==> config.mk <==
export PLATFORM = sky130hd
export DESIGN_NAME = event_trig_resolver
export DESIGN_NICKNAME = d
export VERILOG_FILES = /design/src/rtl/event_trig_resolver.sv
export SDC_FILE = /design/constraint.sdc
export NUM_CORES = 1
export LEC_CHECK = 0
export BUFFER_PORTS_ARGS = -buffer_cell sky130_fd_sc_hd__clkbuf_2
export CAP_MARGIN = 20
export CORE_MARGIN = 2
export CORE_UTILIZATION = 35
export DETAILED_ROUTE_END_ITERATION = 10
export PLACE_DENSITY_LB_ADDON = 0.3
export SLEW_MARGIN = 10
export SYNTH_ARGS = -nofsm -noshare
export SYNTH_HDL_FRONTEND = slang
export SYNTH_SLANG_ARGS = --single-unit
==> constraint.sdc <==
create_clock -name clk -period 2.2 [get_ports clk]
set_clock_uncertainty 0.15 [all_clocks]
set_input_delay 0 -clock clk [delete_from_list [all_inputs] [get_ports clk]]
set_output_delay 0 -clock clk [all_outputs]
set_load 0.01 [all_outputs]
==> src/rtl/event_trig_resolver.sv <==
// event_trig_resolver
// Resolves an event-triggered frame slot. A clean reply from one of the two
// associated unconditional frames is accepted directly. Anything else that
// is well framed is treated as a collision, and both unconditional frames
// are then polled in turn.
// Optional feature macro: EVT_TRIG_TIMEOUT_EN. When it is defined, a
// per-WAIT-state response timeout of TIMEOUT_CYC cycles is added and drives
// no_resp. Without the macro, WAIT states wait forever and no_resp is 0.
module event_trig_resolver #(
  parameter logic [5:0]  UNCOND_FRAME1 = 6'h25,
  parameter logic [5:0]  UNCOND_FRAME2 = 6'h26,
  parameter logic [15:0] TIMEOUT_CYC   = 16'd1000
) (
  input  logic       clk,
  input  logic       reset,
  input  logic       en_evenTrig_frame,
  input  logic       rx_valid,
  input  logic [9:0] data_published,
  output logic       collision_detected,
  output logic       frame_ok,
  output logic       rx_error,
  output logic       no_resp,
  output logic       resolve_req,
  output logic [5:0] resolve_pid,
  output logic [7:0] rx_pid,
  output logic       busy
);

  localparam logic [2:0] S_IDLE      = 3'd0;
  localparam logic [2:0] S_WAIT_RESP = 3'd1;
  localparam logic [2:0] S_RES1      = 3'd2;
  localparam logic [2:0] S_WAIT1     = 3'd3;
  localparam logic [2:0] S_RES2      = 3'd4;
  localparam logic [2:0] S_WAIT2     = 3'd5;

  // Build the protected ID: {P1, P0, ID}.
  function automatic logic [7:0] f_pid(input logic [5:0] id);
    logic p0;
    logic p1;
    p0 = id[0] ^ id[1] ^ id[2] ^ id[4];
    p1 = ~(id[1] ^ id[3] ^ id[4] ^ id[5]);
    return {p1, p0, id};
  endfunction

  logic [2:0] r_state;
  logic       r_collision;
  logic       r_frame_ok;
  logic       r_rx_error;
  logic       r_resolve_req;
  logic [5:0] r_resolve_pid;
  logic [7:0] r_rx_pid;
  logic       r_busy;

  logic [2:0] w_nxt_state;
  logic       w_nxt_collision;
  logic       w_nxt_frame_ok;
  logic       w_nxt_rx_error;
  logic       w_nxt_no_resp;
  logic       w_nxt_resolve_req;
  logic [5:0] w_nxt_resolve_pid;
  logic [7:0] w_nxt_rx_pid;
  logic       w_timeout;

  logic       w_framing_ok;
  logic [5:0] w_rx_id;
  logic [7:0] w_rx_pid;
  logic       w_parity_ok;
  logic       w_is_uncond;
  logic       w_poll_match;

  assign w_framing_ok = ~data_published[0] & data_published[9];
  assign w_rx_id      = data_published[6:1];
  assign w_rx_pid     = data_published[8:1];
  assign w_parity_ok  = (w_rx_pid == f_pid(w_rx_id));
  assign w_is_uncond  = (w_rx_id == UNCOND_FRAME1) || (w_rx_id == UNCOND_FRAME2);
  // While polling, resolve_pid holds the ID that is being asked for.
  assign w_poll_match = (w_rx_pid == f_pid(r_resolve_pid));

  // Next-state and next-output decode. A response always wins over a
  // timeout in the same cycle.
  always_comb begin
    w_nxt_state       = r_state;
    w_nxt_collision   = 1'b0;
    w_nxt_frame_ok    = 1'b0;
    w_nxt_rx_error    = 1'b0;
    w_nxt_no_resp     = 1'b0;
    w_nxt_resolve_req = 1'b0;
    w_nxt_resolve_pid = r_resolve_pid;
    w_nxt_rx_pid      = r_rx_pid;
    case (r_state)
      S_IDLE: begin
        if (en_evenTrig_frame) begin
          w_nxt_state = S_WAIT_RESP;
        end else begin
          w_nxt_state = S_IDLE;
        end
      end
      S_WAIT_RESP: begin
        if (!en_evenTrig_frame) begin
          w_nxt_state = S_IDLE;
        end else if (rx_valid) begin
          if (!w_framing_ok) begin
            w_nxt_rx_error = 1'b1;
            w_nxt_state    = S_IDLE;
          end else if (w_parity_ok && w_is_uncond) begin
            w_nxt_frame_ok = 1'b1;
            w_nxt_rx_pid   = w_rx_pid;
            w_nxt_state    = S_IDLE;
          end else begin
            w_nxt_collision = 1'b1;
            w_nxt_state     = S_RES1;
          end
        end else if (w_timeout) begin
          w_nxt_no_resp = 1'b1;
          w_nxt_state   = S_IDLE;
        end else begin
          w_nxt_state = S_WAIT_RESP;
        end
      end
      S_RES1: begin
        w_nxt_resolve_req = 1'b1;
        w_nxt_resolve_pid = UNCOND_FRAME1;
        w_nxt_state       = S_WAIT1;
      end
      S_RES2: begin
        w_nxt_resolve_req = 1'b1;
        w_nxt_resolve_pid = UNCOND_FRAME2;
        w_nxt_state       = S_WAIT2;
      end
      S_WAIT1, S_WAIT2: begin
        if (rx_valid || w_timeout) begin
          if (!rx_valid) begin
            w_nxt_no_resp = 1'b1;
          end else if (w_framing_ok && w_poll_match) begin
            w_nxt_frame_ok = 1'b1;
            w_nxt_rx_pid   = w_rx_pid;
          end else begin
            w_nxt_rx_error = 1'b1;
          end
          if (r_state == S_WAIT1) begin
            w_nxt_state = S_RES2;
          end else begin
            w_nxt_state = S_IDLE;
          end
        end else begin
          w_nxt_state = r_state;
        end
      end
      default: begin
        w_nxt_state = S_IDLE;
      end
    endcase
  end

  // FSM state and registered outputs; reset clears the held PIDs as well.
  always_ff @(posedge clk) begin
    if (!reset) begin
      r_state       <= S_IDLE;
      r_collision   <= 1'b0;
      r_frame_ok    <= 1'b0;
      r_rx_error    <= 1'b0;
      r_resolve_req <= 1'b0;
      r_resolve_pid <= 6'd0;
      r_rx_pid      <= 8'd0;
      r_busy        <= 1'b0;
    end else begin
      r_state       <= w_nxt_state;
      r_collision   <= w_nxt_collision;
      r_frame_ok    <= w_nxt_frame_ok;
      r_rx_error    <= w_nxt_rx_error;
      r_resolve_req <= w_nxt_resolve_req;
      r_resolve_pid <= w_nxt_resolve_pid;
      r_rx_pid      <= w_nxt_rx_pid;
      r_busy        <= (w_nxt_state != S_IDLE);
    end
  end

`ifdef EVT_TRIG_TIMEOUT_EN
  logic [15:0] r_cnt;
  logic        r_no_resp;

  assign w_timeout = (r_cnt == (TIMEOUT_CYC - 16'd1));

  // Wait counter: zero on every state change, counts while a WAIT state persists.
  always_ff @(posedge clk) begin
    if (!reset) begin
      r_cnt <= 16'd0;
    end else if (w_nxt_state != r_state) begin
      r_cnt <= 16'd0;
    end else if ((r_state == S_WAIT_RESP) || (r_state == S_WAIT1) || (r_state == S_WAIT2)) begin
      r_cnt <= r_cnt + 16'd1;
    end else begin
      r_cnt <= 16'd0;
    end
  end

  // Registered no-response pulse.
  always_ff @(posedge clk) begin
    if (!reset) begin
      r_no_resp <= 1'b0;
    end else begin
      r_no_resp <= w_nxt_no_resp;
    end
  end

  assign no_resp = r_no_resp;
`else
  logic w_unused_cfg;

  assign w_timeout    = 1'b0;
  assign w_unused_cfg = ^{TIMEOUT_CYC, w_nxt_no_resp};
  assign no_resp      = 1'b0;
`endif

  assign collision_detected = r_collision;
  assign frame_ok           = r_frame_ok;
  assign rx_error           = r_rx_error;
  assign resolve_req        = r_resolve_req;
  assign resolve_pid        = r_resolve_pid;
  assign rx_pid             = r_rx_pid;
  assign busy               = r_busy;

endmodule

==> impl_results.md <==
* Outcome: finished, final reports clean
* Inst Count DP at 156
* Starting Density at 0.372
* CTS tree: yes
* Final setup vio count at 0
* Residual DRC at 0
* Post-Syn Area at 922 um^2
* CTS Buf Count at 3
* Die area at 0.00306 mm^2
* Fmax achieved at 0.499 GHz
* Clk buf depth at 2
* Dpl ws at 0.228 ns
* Avg Cell Area, Syn at 8.95 um^2
* Largest net degree at the start of global routing at 21
* Post-synth EDFFs at 0
* Synth async-reset ratio at 0
* TritonRoute pass-1 iters at 4
* Worst R2R Start: resolve_pid[1]$_SDFFE_PN0P_
* Antenna Nets Post-Route at 0
* Synth area leaders: dfxtp_1 (41%), mux2i_1 (6.5%), nand2_1 (5.3%)
* Storage element area at 380 um^2
* Ant diodes at 0
* Data arrival, critical path at 2.05 ns
* Root buf cell: clkbuf_4
* Final Hold Violating Endpoints at 0
* Leak at 0.568 nW
* Power Density at 500 mW/mm^2
* Worst Setup End Kind: flip-flop
* First-pass GRT wire length at 3440 um
* Post-Route WL at 1960 um
* Postcts setup bufs at 0
* Setup ws final at 0.195 ns
* Synth warn at 0
* Top cell type's share of synthesized area at 0.412
* Crit path from: data_published[2]
* GP Congestion at 0.757
* Num rows at 18
* I/O Buffers at 30
* Critical Path Fanout Max at 9
* Via count at 833
* Vias in the first global route at 816
* Max VDD drop at 470 uV
* Footprint of the multi-input gates at 485 um^2
* Nets at 157
* Fin crit period at 2.01 ns
* Synth-to-layout area growth at 29.7%
* Die Ht at 55.3 um
* Hold path start: reset
* I/O pin total at 34
* # fillers at 261
* Clock share of power at 0.290
* Seq/Total Area, Yosys at 0.412
* Worst-path clk slew at 0.11 ns
* Crit path required time at 2.25 ns
* Ys flop type: dfxtp_1
* Initial antenna violation count at 0
* WL/cell at 11.5 um
* Sw Share at 0.245
* Grt ovf at 0
* Layout cells sized above 1 at 0.279
* Synthesized flop and latch total at 19
* CORE AREA at 0.00248 mm^2
* Final hold slack at 0.00661 ns
* Top-count cell post-synth: dfxtp_1
* Non-Filler Instances at 170
* Clk_lat worst skew at 0.29 ns
* RSZ-0062 raised after global routing: false
* Most instantiated cells after synthesis: dfxtp_1 (19), nand2_1 (13), nor2_1 (7)
* P_int at 0.000452 W
* Sink Count at 19
* Crit path kind: primary input to flip-flop
* Setup_tns at 0 ns
* Vias per cell at 4.90
* HP Class: primary input to flip-flop
* Combinational share of power at 0.123
* Max_cap viols at 0
* Startpoint Class: primary input
* Htree depth at 1
* Hpwl dp at 1450 um
* Post-synth top area cell: dfxtp_1
* Die Wd at 55.3 um
* Switching power at 0.000147 W
* Sequential share of power at 0.587
* Slew Limit Fails at 0
* Iteration-0 DRC Markers at 8
* Yosys cell types at 35
* Cell count after synthesis at 103
* Tot GR Track Use at 0.136
* Fin crit share at 0.912
## state kept, by name (all words and copies together), names as in the netlist
name / flops
busy: 1
collision_detected: 1
frame_ok: 1
r_state: 3
resolve_pid: 3
resolve_req: 1
rx_error: 1
rx_pid: 8
## layer usage
metal	track usage	share of wire
met1	0.164	0.45
met2	0.226	0.46
met3	0.0562	0.079
met4	0.0314	0.0082
met5	0	0
## cell type report
| class | instances | share of cell area |
|---|---|---|
| multi-input combinational | 73 | 0.406 |
| timing repair buffer | 40 | 0.209 |
| tap | 30 | 0.0314 |
| clock buffer | 3 | 0.0188 |
| clock inverter | 1 | 0.00418 |
| sequential | 19 | 0.318 |
| inverter | 4 | 0.0126 |
## cell usage in the layout (no fill, tap or decap), types with 4 or more instances in the layout
cell type	count
clkbuf_2	30
nor2_1	7
inv_1	4
o21ai_0	4
nand2_1	13
dfxtp_1	19
mux2i_1	6
dlygate4sd3_1	10
## path summary, 6_finish.rpt
kind                                                    end  slack [ns]  depth (start not counted)
worst max register to register       rx_pid[3]$_SDFFE_PN0P_        0.35                          5
worst min-delay path            resolve_pid[2]$_SDFFE_PN0P_       0.007                          2
worst min register to register       rx_pid[1]$_SDFFE_PN0P_        0.32                          2
worst max-delay path                 rx_pid[3]$_SDFFE_PN0P_        0.19                          8
## metrics by stage
step / utilization / instance area, um^2 / power, W
global route: 0.483 / 1200 / 0.000630
detailed placement: 0.428 / 1060 / 0.000417
CTS: 0.480 / 1190 / 0.000605
global placement: 0.428 / 1060 / 0.000416
finish: 0.483 / 1200 / 0.000598
floorplan: - / 930 / 0.000396
## timing repair
item,CTS,global route
hold endpoints to repair,10,0
setup endpoints to repair,0,8
hold buffers,10,0
resized for setup,0,2
## power groups by stage
stage          clock network, W   logic, W  registers [W]
4_1_cts                0.000182  0.0000718       0.000351
2_1_floorplan                 0  0.0000375       0.000358
3_3_place_gp                  0  0.0000573       0.000359
3_5_place_dp                  0  0.0000580       0.000359
6_report               0.000174  0.0000736       0.000351
5_1_grt                0.000197  0.0000816       0.000352
## kinds of logic (layout without fill, tap and decap cells)
| logic type | count (synthesis) | count (layout) | share of synthesized area |
|---|---|---|---|
| muxes | 6 | 6 | 0.0651 |
| adders and majority gates | 2 | 2 | 0.0271 |
| AOI/OAI and AO/OA | 17 | 17 | 0.126 |
| xor gates and xnor gates | 6 | 6 | 0.0570 |
| buffers and inverters | 13 | 48 | 0.0773 |
| and+or+nand+nor | 39 | 39 | 0.231 |
| DFF | 19 | 19 | 0.412 |
| other | 1 | 3 | 0.00407 |
## worst max-delay path, cell delays in order
cell and delay, ns:
dlygate4sd3_1 0.53, clkbuf_2 0.16, ha_1 0.30, xor2_1 0.15
nor4_2 0.34, nand4b_1 0.14, o31a_2 0.22, and3_1 0.21
(Power assumes the default switching activity.)
